### config.mk
export PLATFORM = sky130hd
export DESIGN_NAME = max_pool_layer
export DESIGN_NICKNAME = d
export VERILOG_FILES = /design/src/rtl/max_pool_layer.sv
export SDC_FILE = /design/constraint.sdc
export NUM_CORES = 1
export LEC_CHECK = 0
export CAP_MARGIN = 10
export CORE_ASPECT_RATIO = 1.1
export CORE_UTILIZATION = 59
export CTS_CLUSTER_DIAMETER = 200
export DETAILED_ROUTE_END_ITERATION = 10
export DONT_BUFFER_PORTS = 1
export PLACE_DENSITY = 0.87
export RECOVER_POWER = 25
export SLEW_MARGIN = 20
export SYNTH_ARGS = -nofsm -noshare
export SYNTH_HDL_FRONTEND = slang
export SYNTH_SLANG_ARGS = --single-unit
### constraint.sdc
create_clock -name clk -period 3.7 [get_ports clk]
set_clock_uncertainty 0.2 [all_clocks]
set_input_delay 0.74 -clock clk [delete_from_list [all_inputs] [get_ports clk]]
set_output_delay 0.74 -clock clk [all_outputs]
set_load 0.05 [all_outputs]
### src/rtl/max_pool_layer.sv
// Non-overlapping POOL_DIM x POOL_DIM max pooling over an indexed conv output map (IEEE-754 doubles).
// Optional build macro RELU_FUSE_EN: negative pooled maxima are emitted as +0.0 (fused ReLU).
module max_pool_layer #(
    parameter string NAME      = "MAX_POOL_LAYER_DEFAULT_NAME",
    parameter int    CHANNELS  = 1,
    parameter int    IN_DIM    = 3,
    parameter int    POOL_DIM  = 2,
    parameter int    DATA_SIZE = 64
) (
    input  logic                 clk,
    input  logic                 rst_n,
    input  logic                 start,
    output logic                 busy,
    output logic                 done,
    output logic                 rd_en,
    output logic [15:0]          rd_index2,
    output logic [15:0]          rd_index1,
    output logic [15:0]          rd_index0,
    input  logic [DATA_SIZE-1:0] rd_data,
    output logic                 out_valid,
    input  logic                 out_ready,
    output logic [DATA_SIZE-1:0] out_data,
    output logic [15:0]          out_index2,
    output logic [15:0]          out_index1,
    output logic [15:0]          out_index0
);

    localparam int          OUT_DIM = IN_DIM / POOL_DIM;
    localparam bit          EMPTY   = (OUT_DIM == 0);
    localparam logic [15:0] P16     = 16'(POOL_DIM);
    localparam logic [15:0] LAST_K  = 16'(POOL_DIM - 1);
    localparam logic [15:0] LAST_O  = 16'(OUT_DIM - 1);
    localparam logic [15:0] LAST_C  = 16'(CHANNELS - 1);

    if (DATA_SIZE != 64 || POOL_DIM < 1) begin : g_param_check
        $fatal(1, "%s: DATA_SIZE must be 64 and POOL_DIM >= 1", NAME);
    end

    typedef enum logic [2:0] {S_IDLE, S_RD, S_LAST, S_EMIT, S_DONE} state_t;

    state_t               state_reg, state_next;
    logic [15:0]          kx_reg, kx_next, ky_reg, ky_next;
    logic [15:0]          ox_reg, ox_next, oy_reg, oy_next;
    logic [15:0]          ch_reg, ch_next;
    logic [DATA_SIZE-1:0] max_reg;
    logic                 fold_valid_reg, fold_first_reg;

    // Maps doubles onto an unsigned total order: negatives reversed below positives, -0.0 < +0.0.
    function automatic logic [63:0] order_key(input logic [63:0] w);
        return w[63] ? ~w : {1'b1, w[62:0]};
    endfunction

    always_comb begin
        state_next = state_reg;
        kx_next    = kx_reg;
        ky_next    = ky_reg;
        ox_next    = ox_reg;
        oy_next    = oy_reg;
        ch_next    = ch_reg;
        rd_en      = 1'b0;
        out_valid  = 1'b0;
        done       = 1'b0;
        case (state_reg)
            S_IDLE: begin
                if (start) state_next = EMPTY ? S_DONE : S_RD;
            end
            S_RD: begin
                rd_en = 1'b1;
                if (kx_reg == LAST_K) begin
                    kx_next = '0;
                    if (ky_reg == LAST_K) begin
                        ky_next    = '0;
                        state_next = S_LAST;
                    end else begin
                        ky_next = ky_reg + 16'd1;
                    end
                end else begin
                    kx_next = kx_reg + 16'd1;
                end
            end
            S_LAST: state_next = S_EMIT;
            S_EMIT: begin
                out_valid = 1'b1;
                if (out_ready) begin
                    state_next = S_RD;
                    if (ox_reg == LAST_O) begin
                        ox_next = '0;
                        if (oy_reg == LAST_O) begin
                            oy_next = '0;
                            if (ch_reg == LAST_C) begin
                                ch_next    = '0;
                                state_next = S_DONE;
                            end else begin
                                ch_next = ch_reg + 16'd1;
                            end
                        end else begin
                            oy_next = oy_reg + 16'd1;
                        end
                    end else begin
                        ox_next = ox_reg + 16'd1;
                    end
                end
            end
            S_DONE: begin
                done       = 1'b1;
                state_next = S_IDLE;
            end
            default: state_next = S_IDLE;
        endcase
    end

    always_ff @(posedge clk) begin
        if (!rst_n) begin
            state_reg      <= S_IDLE;
            kx_reg         <= '0;
            ky_reg         <= '0;
            ox_reg         <= '0;
            oy_reg         <= '0;
            ch_reg         <= '0;
            max_reg        <= '0;
            fold_valid_reg <= 1'b0;
            fold_first_reg <= 1'b0;
        end else begin
            state_reg      <= state_next;
            kx_reg         <= kx_next;
            ky_reg         <= ky_next;
            ox_reg         <= ox_next;
            oy_reg         <= oy_next;
            ch_reg         <= ch_next;
            // rd_data lags rd_en by one cycle; remember whether that word opens a window.
            fold_valid_reg <= rd_en;
            fold_first_reg <= rd_en && (kx_reg == '0) && (ky_reg == '0);
            if (fold_valid_reg && (fold_first_reg || order_key(rd_data) > order_key(max_reg)))
                max_reg <= rd_data;
        end
    end

    assign busy      = (state_reg == S_RD) || (state_reg == S_LAST) || (state_reg == S_EMIT);
    assign rd_index2 = rd_en ? ch_reg : '0;
    assign rd_index1 = rd_en ? 16'(oy_reg * P16 + ky_reg) : '0;
    assign rd_index0 = rd_en ? 16'(ox_reg * P16 + kx_reg) : '0;

    assign out_index2 = out_valid ? ch_reg : '0;
    assign out_index1 = out_valid ? oy_reg : '0;
    assign out_index0 = out_valid ? ox_reg : '0;
`ifdef RELU_FUSE_EN
    assign out_data = (out_valid && !max_reg[DATA_SIZE-1]) ? max_reg : '0;
`else
    assign out_data = out_valid ? max_reg : '0;
`endif

endmodule

# Yosys cells after proc, flatten, opt, wreduce, memory -nomap -nowiden
# Cells that the tools add are included.
[totals] ff_bits=149 out_inout_bits=164
[classes] add_sub_neg=7 n_lt_le_gt_ge=1 n_eq_ne=10 mux=25 n_bitwise=2 n_reduce_logical=17
[ops] cell="64-bit 2-to-1 mux" n=3
[ops] cell="16-bit 2-to-1 mux" n=11
[ops] cell="64-bit NOT" n=2
[ops] cell="16-bit by 1-bit adder with 16-bit output (second input constant)" n=5
[ops] cell="16-bit logical NOT" n=5
[ops] cell="64-bit greater-than comparator" n=1
[ops] cell="16-bit adder" n=2
[ops] cell="16-bit by 1-bit == test with 1-bit output (second input constant)" n=2
[ops] cell="3-bit 2-to-1 mux" n=7
[ops] cell="3-bit case mux with 4 select lines" n=1
[ops] cell="2-bit inequality test (second input constant)" n=4
[ops] cell="4-bit AND reduction" n=2
[ops] cell="3-bit by 2-bit == test with 1-bit output (second input constant)" n=2
[ops] cell="2-bit AND reduction" n=2
[ops] cell="3-bit by 1-bit == test with 1-bit output (second input constant)" n=1
[ops] cell="3-bit == test (second input constant)" n=1
[ops] cell="1-bit logical AND" n=3
[ops] cell="3-bit logical NOT" n=1
[ops] cell="1-bit logical OR" n=3
[ops] cell="1-bit 2-to-1 mux" n=3
[ops] cell="3-bit AND reduction" n=1

# Depth between registers and ports, before layout
# Gate-level depths: netlist of run 1.
[depth] depth_word=6 ltp_mapped=14 mapped_depth_nobuf=9

# Worst setup path before layout of run 1
# Ideal clock, no wire load.
[synth_timing] path_kind="input-to-reg" from="input rd_data[63]" to="register max_reg[10]" arrival_time_ps=3593 t_required_ps=3378 path_slack_ps=-215 stages=13 cell_sequence="clkbuf_1 buf_1 xor2_1 ha_1 a21o_1 a21o_1 a221o_1 a22o_1 nor3_2 buf_2 buf_2 nor2_1 a311o_1"
[synth_between] elab_chain_len=5
[synth_lines] element="from (decl)" line_no="19" source="input logic [DATA_SIZE-1:0] rd_data,"
[synth_lines] element="64-bit NOT" line_no="50" source="return w[63] ? ~w : {1'b1, w[62:0]};"
[synth_lines] element="64-bit 2-to-1 mux *" line_no="50"
[synth_lines] element="64-bit greater-than comparator *" line_no="133" source="if (fold_valid_reg && (fold_first_reg || order_key(rd_data) > order_key(max_reg)))"
[synth_lines] element="1-bit logical OR *" line_no="133"
[synth_lines] element="1-bit logical AND *" line_no="133"
[synth_lines] element="to (signal assigned)" line_no="134" source="max_reg <= rd_data;"
[synth_lines] element="to (decl)" line_no="45" source="logic [DATA_SIZE-1:0] max_reg;"
# Mark *: on every way between the ends. The rest lies on a longest branch, timed or not.
# A chain may end at the register's enable or synchronous reset.

# Final worst setup path of run 1
[layout_timing] from="register ox_reg[0]" to="output rd_index0[13]"
[layout_between] elab_chain_len=2
[layout_lines] element="from (decl)" line_no="43" source="logic [15:0] ox_reg, ox_next, oy_reg, oy_next;"
[layout_lines] element="from (signal assigned)" line_no="127" source="ox_reg <= ox_next;"
[layout_lines] element="16-bit adder" line_no="141" source="assign rd_index0 = rd_en ? 16'(ox_reg * P16 + kx_reg) : '0;"
[layout_lines] element="16-bit 2-to-1 mux" line_no="141"
[layout_lines] element="to (decl)" line_no="18" source="output logic [15:0] rd_index0,"
# Every way passes these cells.

==> out/results.tsv, run 1 <==
stage	metric	value	unit
drt	vias per cell	6.13	
critical_path	Reg2Reg Depth	12	
synthesis	Synth Cell Area	12500	um^2
clock_network	H-tree levels	4	
clock_network	TritonCTS clock tree	yes	
placed_design	dpl ws	0.178	ns
critical_path	Setup CP Type	flip-flop to output pin	
synthesis	Seq cells post-synth	149	
grt	first-pass GRT wire length	53.0	mm
drt	WL final	32.6	mm
timing	worst hold slack	0.285	ns
critical_path	required time of the critical path	2.76	ns
power	Max VDD drop	302	uV
grt	initial antenna violation count	0	
drt	met2 routed WL	16.2	mm
critical_path	CP top delay family	compound AO/OA/AOI/OAI gates	
layout	antenna diode count	0	
clock_network	CTS Buffer Depth	2	
floorplan	die area	21900	um^2
timing	final period utilization	103	%
placed_design	IO Port Bufs	0	
drt	WL met1	13.2	mm
timing	final worst slack	-0.105	ns
clock_network	clock tree sinks	149	
synthesis	Yosys top cell area share	23.8	%
synthesis	area leader, netlist	dfxtp_1	
drt	Met3 Wirelength	2.13	mm
drt	DRT Pass-1 Iters	7	
layout	Finished Cell Area	13800	um^2
critical_path	critical path endpoint category	output pin	
critical_path	crit path cell chain	ha_4, fa_2, a21oi_2, o21ai_2, o41a_1, a21oi_2, a21o_1, buf_4, xor2_1, nor2_1, buf_6	
layout	Largest register FFs	64	
layout	Finished Core Util	66.8	%
floorplan	die width	141	um
synthesis	Synth Net Count	1789	
layout	final std cells w/o fill	1905	
placed_design	Placed Cells	1862	
grt	number of global-route vias before repair	11100	
synthesis	number of synthesized flops with an enable pin	0	
status	status	finished with violations	
worst_hold_path	worst hold path class	input port to flip-flop	
critical_path	CP bufs+invs	2	
synthesis	asr flop ratio synth	0	%
timing	min cycle time layout	3.81	ns
critical_path	CP Launch Point	ox_reg[0]	
critical_path	Worst path max stage delay	0.37	ns
drt	DR DRC count	0	
critical_path	Worst R2R Start	max_reg[63]	
clock_network	worst skew pair latency	0.43	ns
layout	fillers	1608	
layout	final net count	1781	
drt	Highest Signal Layer	met4	
critical_path	most used cell, CP	a21oi_2	
layout	layout cell share with drive strength beyond 1	9.94	%
synthesis	Syn Area/Cell	7.77	um^2
floorplan	Rows	55	
clock_network	clk slew on worst S/H paths	0.07	ns
timing	Max-slew headroom	33.0	%
critical_path	WP depth	11	
timing	Max Clock Freq	0.263	GHz
critical_path	CP startpoint kind	flip-flop	
timing	setup TNS	-0.247	ns
floorplan	Die H	155	um
timing	Worst Tran Pin Value	1.00	ns
grt	largest net degree at the start of global routing	142	
status	failing checks	setup timing	
clock_network	TritonCTS Buffers	17	
drt	number of DRC markers in iteration 0	792	
critical_path	Worst EP arrival	2.87	ns
critical_path	slowest CP cell	o41a_1	
clock_network	Post-CTS Hold Buffers	0	
placed_design	dpl hpwl	22.9	mm
critical_path	worst r2r dst	max_reg[39]	
drt	WL/cell	17.1	um
power	PD cells	349	nW/um^2
synthesis	Syn Inst Count	1615	
drt	ANT nets after route	0	
synthesis	Synth area leaders	dfxtp_1 (24%), ha_1 (10%), and2_1 (9.9%)	
synthesis	Seq/Total Area, Yosys	23.8	%
power	Leak	5.38	nW
floorplan	Core ar.	20700	um^2
layout	Area Overhead vs Synth	10.3	%
placed_design	Placer Congestion	0.906	
synthesis	post-synth cell types	67	
critical_path	worst-path maximum fanout	3	
power	Total Power	4.83	mW
timing	max-slew violations	0	
clock_network	Root Driver	clkbuf_16	
timing	RSZ-0062 raised after global routing	yes	
grt	grt ovf	0	
grt	Total Routing Usage GR	29.4	%
synthesis	Yosys Warn Count	0	
critical_path	Setup crit end	rd_index0[13]	
placed_design	Post-Place Cell Area	13100	um^2
critical_path	R2R Setup Slk	0.24	ns
floorplan	# IOs	232	
synthesis	Main synth FF type	dfxtp_1	
run	Max Cap Violations	0	
drt	via count	11700	
floorplan	Starting Density	60.6	%
timing	Final Setup Violations	4	
timing	Fin. Hold Viols	0	
## placed cells by master (no fill, tap or decap), types with 5 or more instances in the layout
master     count
nand4_1       40
nor4_2         5
and4_1         6
a21oi_1       48
buf_12        11
nand3_1       99
or3_1         12
clkbuf_16     17
xnor2_1       91
nor4_1        12
o21ai_1       15
a21o_1        11
dfxtp_2        5
ha_1         101
nor2_1       186
dfxtp_1      142
nand2_1      117
o211ai_1       6
a311o_1       64
inv_1         31
and3_1        14
nand2b_1       5
nor3_1        19
o21a_1         6
o21ai_0       76
nor2b_1        5
buf_4         60
xor2_1       122
and2_1       199
## power by group
group          internal [mW]  switching, mW
Combinational          0.584          0.725
Clock                  0.942          0.772
Sequential              1.70          0.102
## logic make-up after synthesis
kind of cell,count (synthesis),share of synthesized area (%)
AO/OA/AOI/OAI,259,14.2
buffers and inverters,134,4.83
flip-flops,149,23.8
adder cells (fa/ha/maj),106,10.7
AND/OR/NAND/NOR,753,31.6
XOR/XNOR,214,14.9
## routing by layer
metal / vias up / global-route usage (%)
met1: 5533 / 33.8
met3: 82 / 5.60
met2: 451 / 53.2
met4: 0 / 12.2
met5: - / 0
li1: 5608 / -
## Yosys cell counts (all sizes together), types with 4 or more instances
| cell type | instances |
|---|---|
| a31oi | 5 |
| and4 | 6 |
| clkbuf | 59 |
| xor2 | 123 |
| o21ai | 94 |
| a311o | 64 |
| nor4b | 4 |
| o21a | 7 |
| nor2 | 191 |
| o211ai | 6 |
| nor3 | 25 |
| and2 | 199 |
| nand4 | 42 |
| dfxtp | 149 |
| xnor2 | 91 |
| nor4 | 18 |
| a21oi | 52 |
| or3 | 12 |
| nand2b | 6 |
| a21o | 11 |
| nand3 | 99 |
| ha | 104 |
| or2 | 5 |
| buf | 44 |
| and3 | 14 |
| nand2 | 118 |
| inv | 31 |
| a211oi | 4 |
| nor2b | 6 |
## worst min path at each step
stage          slack [ns]    endpoint  startpoint  depth (start not counted)
2_1_floorplan        0.29  ky_reg[14]  ky_reg[14]                          2
3_3_place_gp         0.31  ky_reg[13]  ky_reg[13]                          2
3_5_place_dp         0.32   ky_reg[9]   ky_reg[9]                          2
4_1_cts              0.23   ch_reg[1]       rst_n                          1
5_1_grt              0.25   ky_reg[1]       rst_n                          1
6_report             0.28   ch_reg[1]       rst_n                          1
## area by class of cell
class | count | area, um^2 | area share (%)
Clock buffer | 17 | 425 | 3.07
Clock inverter | 15 | 145 | 1.05
Inverter | 31 | 116 | 0.840
Multi-Input combinational cell | 1332 | 9090 | 65.6
Sequential cell | 149 | 3000 | 21.6
Tap cell | 285 | 357 | 2.58
Timing Repair Buffer | 76 | 719 | 5.20
## what timing repair did
item | in CTS | in global routing
pin swaps | 12 | 15
hold endpoints to repair | 0 | 0
gates resized for setup | 20 | 15
endpoints found under the setup margin | 5 | 11
setup buffers | 5 | 6
Note: power is estimated with default switching activity, not from simulation.
==> inputs of run 2 (changes only) <==
--- a/config.mk
+++ b/config.mk
@@ -7,6 +7,7 @@
 export LEC_CHECK = 0
 export CAP_MARGIN = 10
 export CORE_ASPECT_RATIO = 1.1
+export CORE_MARGIN = 4
 export CORE_UTILIZATION = 59
 export CTS_CLUSTER_DIAMETER = 200
 export DETAILED_ROUTE_END_ITERATION = 10
==> run 2 against run 1 <==
  * The run still ends with setup timing left
  * Design area hardly changed
  * Sequential share of layout area hardly changed
  * Register-to-register slack worse by 0.14 ns
  * Largest cell class unchanged
==> out/results.tsv, run 2 (synthesis gave the netlist of run 1 again) <==
stage	metric	value	unit
drt	WL final	34.4	mm
drt	WL/cell	18.0	um
grt	number of global-route vias before repair	11300	
layout	antenna diode count	0	
status	status	finished with violations	
floorplan	Starting Density	60.6	%
power	Leak	5.37	nW
critical_path	Worst EP arrival	2.85	ns
critical_path	crit path cell chain	ha_4, fa_2, a21oi_2, o21ai_2, o41a_1, a21oi_2, a21o_1, nor4b_1, a211o_1, buf_12	
timing	Max-slew headroom	30.8	%
critical_path	worst-path maximum fanout	3	
critical_path	CP startpoint kind	flip-flop	
critical_path	slowest CP cell	o41a_1	
power	Total Power	5.04	mW
timing	final worst slack	-0.0900	ns
run	Max Cap Violations	0	
clock_network	TritonCTS clock tree	yes	
layout	commonest non-fill, non-tap cells in the layout	and2_1 (197), nor2_1 (186), dfxtp_1 (142)	
drt	DRT Pass-1 Iters	5	
critical_path	Worst path max stage delay	0.38	ns
grt	grt ovf	0	
clock_network	H-tree levels	4	
clock_network	TritonCTS Buffers	17	
drt	vias per cell	6.15	
clock_network	Post-CTS Hold Buffers	0	
timing	Fin. Hold Viols	0	
placed_design	IO Port Bufs	0	
floorplan	# IOs	232	
clock_network	worst skew pair latency	0.43	ns
worst_hold_path	hold path cells	1	
layout	layout cell share with drive strength beyond 1	8.95	%
grt	initial antenna violation count	0	
timing	Worst Tran Pin Value	1.04	ns
drt	number of DRC markers in iteration 0	732	
clock_network	Root Driver	clkbuf_16	
clock_network	CTS Buffer Depth	2	
timing	min cycle time layout	3.79	ns
critical_path	required time of the critical path	2.76	ns
clock_network	clk slew on worst S/H paths	0.06	ns
grt	largest net degree at the start of global routing	142	
grt	first-pass GRT wire length	55.3	mm
floorplan	Rows	55	
critical_path	Setup CP Type	flip-flop to output pin	
critical_path	Worst R2R Start	max_reg[63]	
timing	Final Setup Violations	5	
layout	Area Overhead vs Synth	10.2	%
layout	most common cell after layout, fill and taps aside	and2_1	
placed_design	dpl hpwl	24.2	mm
floorplan	Die H	161	um
critical_path	worst r2r dst	max_reg[43]	
clock_network	clock tree sinks	149	
status	failing checks	setup timing	
critical_path	Reg2Reg Depth	12	
worst_hold_path	hold_sp	rst_n	
floorplan	die area	23700	um^2
timing	worst hold slack	0.257	ns
power	PD cells	364	nW/um^2
drt	DR DRC count	0	
layout	final net count	1782	
timing	Max Clock Freq	0.264	GHz
floorplan	die width	147	um
power	Max VDD drop	328	uV
critical_path	most used cell, CP	a21oi_2	
grt	Total Routing Usage GR	27.6	%
timing	final period utilization	102	%
critical_path	R2R Setup Slk	0.10	ns
timing	max-slew violations	0	
layout	Largest register FFs	64	
timing	RSZ-0062 raised after global routing	yes	
drt	ANT nets after route	0	
floorplan	Core ar.	20700	um^2
worst_hold_path	worst hold path class	input port to flip-flop	
critical_path	critical path endpoint category	output pin	
worst_hold_path	Hold EP	ch_reg[1]	
placed_design	Placer Congestion	0.938	
drt	via count	11700	
## run 2: where the power goes
part / switching [mW] / total (mW) / internal (mW) / leakage (nW)
clock network: 0.752 / 1.93 / 1.18 / 0.310
registers: 0.102 / 1.80 / 1.70 / 1.21
logic: 0.731 / 1.31 / 0.577 / 3.85
total: 1.58 / 5.04 / 3.45 / 5.37
## run 2: what timing repair did
action	in CTS	in global routing
cloned	0	1
endpoints found under the setup margin	68	68
setup buffers	3	8
gates resized for setup	15	11
pin swaps	9	15
## run 2: worst max-delay path by stage
stage | from | to | slack [ns]
global placement | max_reg[63] | max_reg[15] | -0.01
CTS | ox_reg[0] | rd_index0[15] | -0.1
floorplan | rd_data[63] | max_reg[20] | 0.005
detailed placement | rd_data[63] | max_reg[41] | -0.13
global route | kx_reg[1] | rd_index0[15] | -0.18
finish | kx_reg[1] | rd_index0[15] | -0.09
## run 2: area by class of cell
class	instances	area, um^2
multi-input combinational	1333	9050
fill	1665	6880
sequential	149	3000
timing repair buffer	76	662
clock buffer	19	453
tap	285	357
clock inverter	13	196
inverter	31	116
## run 2: critical path, delay by kind of cell (launching register included)
| family | cells | cell delay [ns] |
|---|---|---|
| flip-flops | 1 | 0.34 |
| adder cells (fa/ha/maj) | 2 | 0.50 |
| AND/OR/NAND/NOR | 1 | 0.06 |
| buffers and inverters | 1 | 0.16 |
| AO/OA/AOI/OAI | 6 | 1.37 |
## run 2: per-layer routing
layer | part of all wire, % | up-vias | GRT usage [%]
li1 | - | 5595 | -
met3 | 6.6 | 108 | 4.66
met1 | 39 | 5550 | 32.2
met2 | 50 | 467 | 48.7
met5 | 0 | - | 0
met4 | 4.4 | 0 | 13.8
## run 2: through the flow
step	setup WS (ns)	TNS (ns)	std cells	instance area (um^2)	utilization, %
floorplan	0.00496	0	1615	12600	-
global placement	-0.0110	-0.0189	1862	13100	63.1
detailed placement	-0.130	-3.10	1862	13100	63.1
CTS	-0.0952	-0.0952	1897	13800	66.6
global route	-0.176	-2.54	1906	13800	66.8
finish	-0.0900	-0.113	1906	13800	66.8
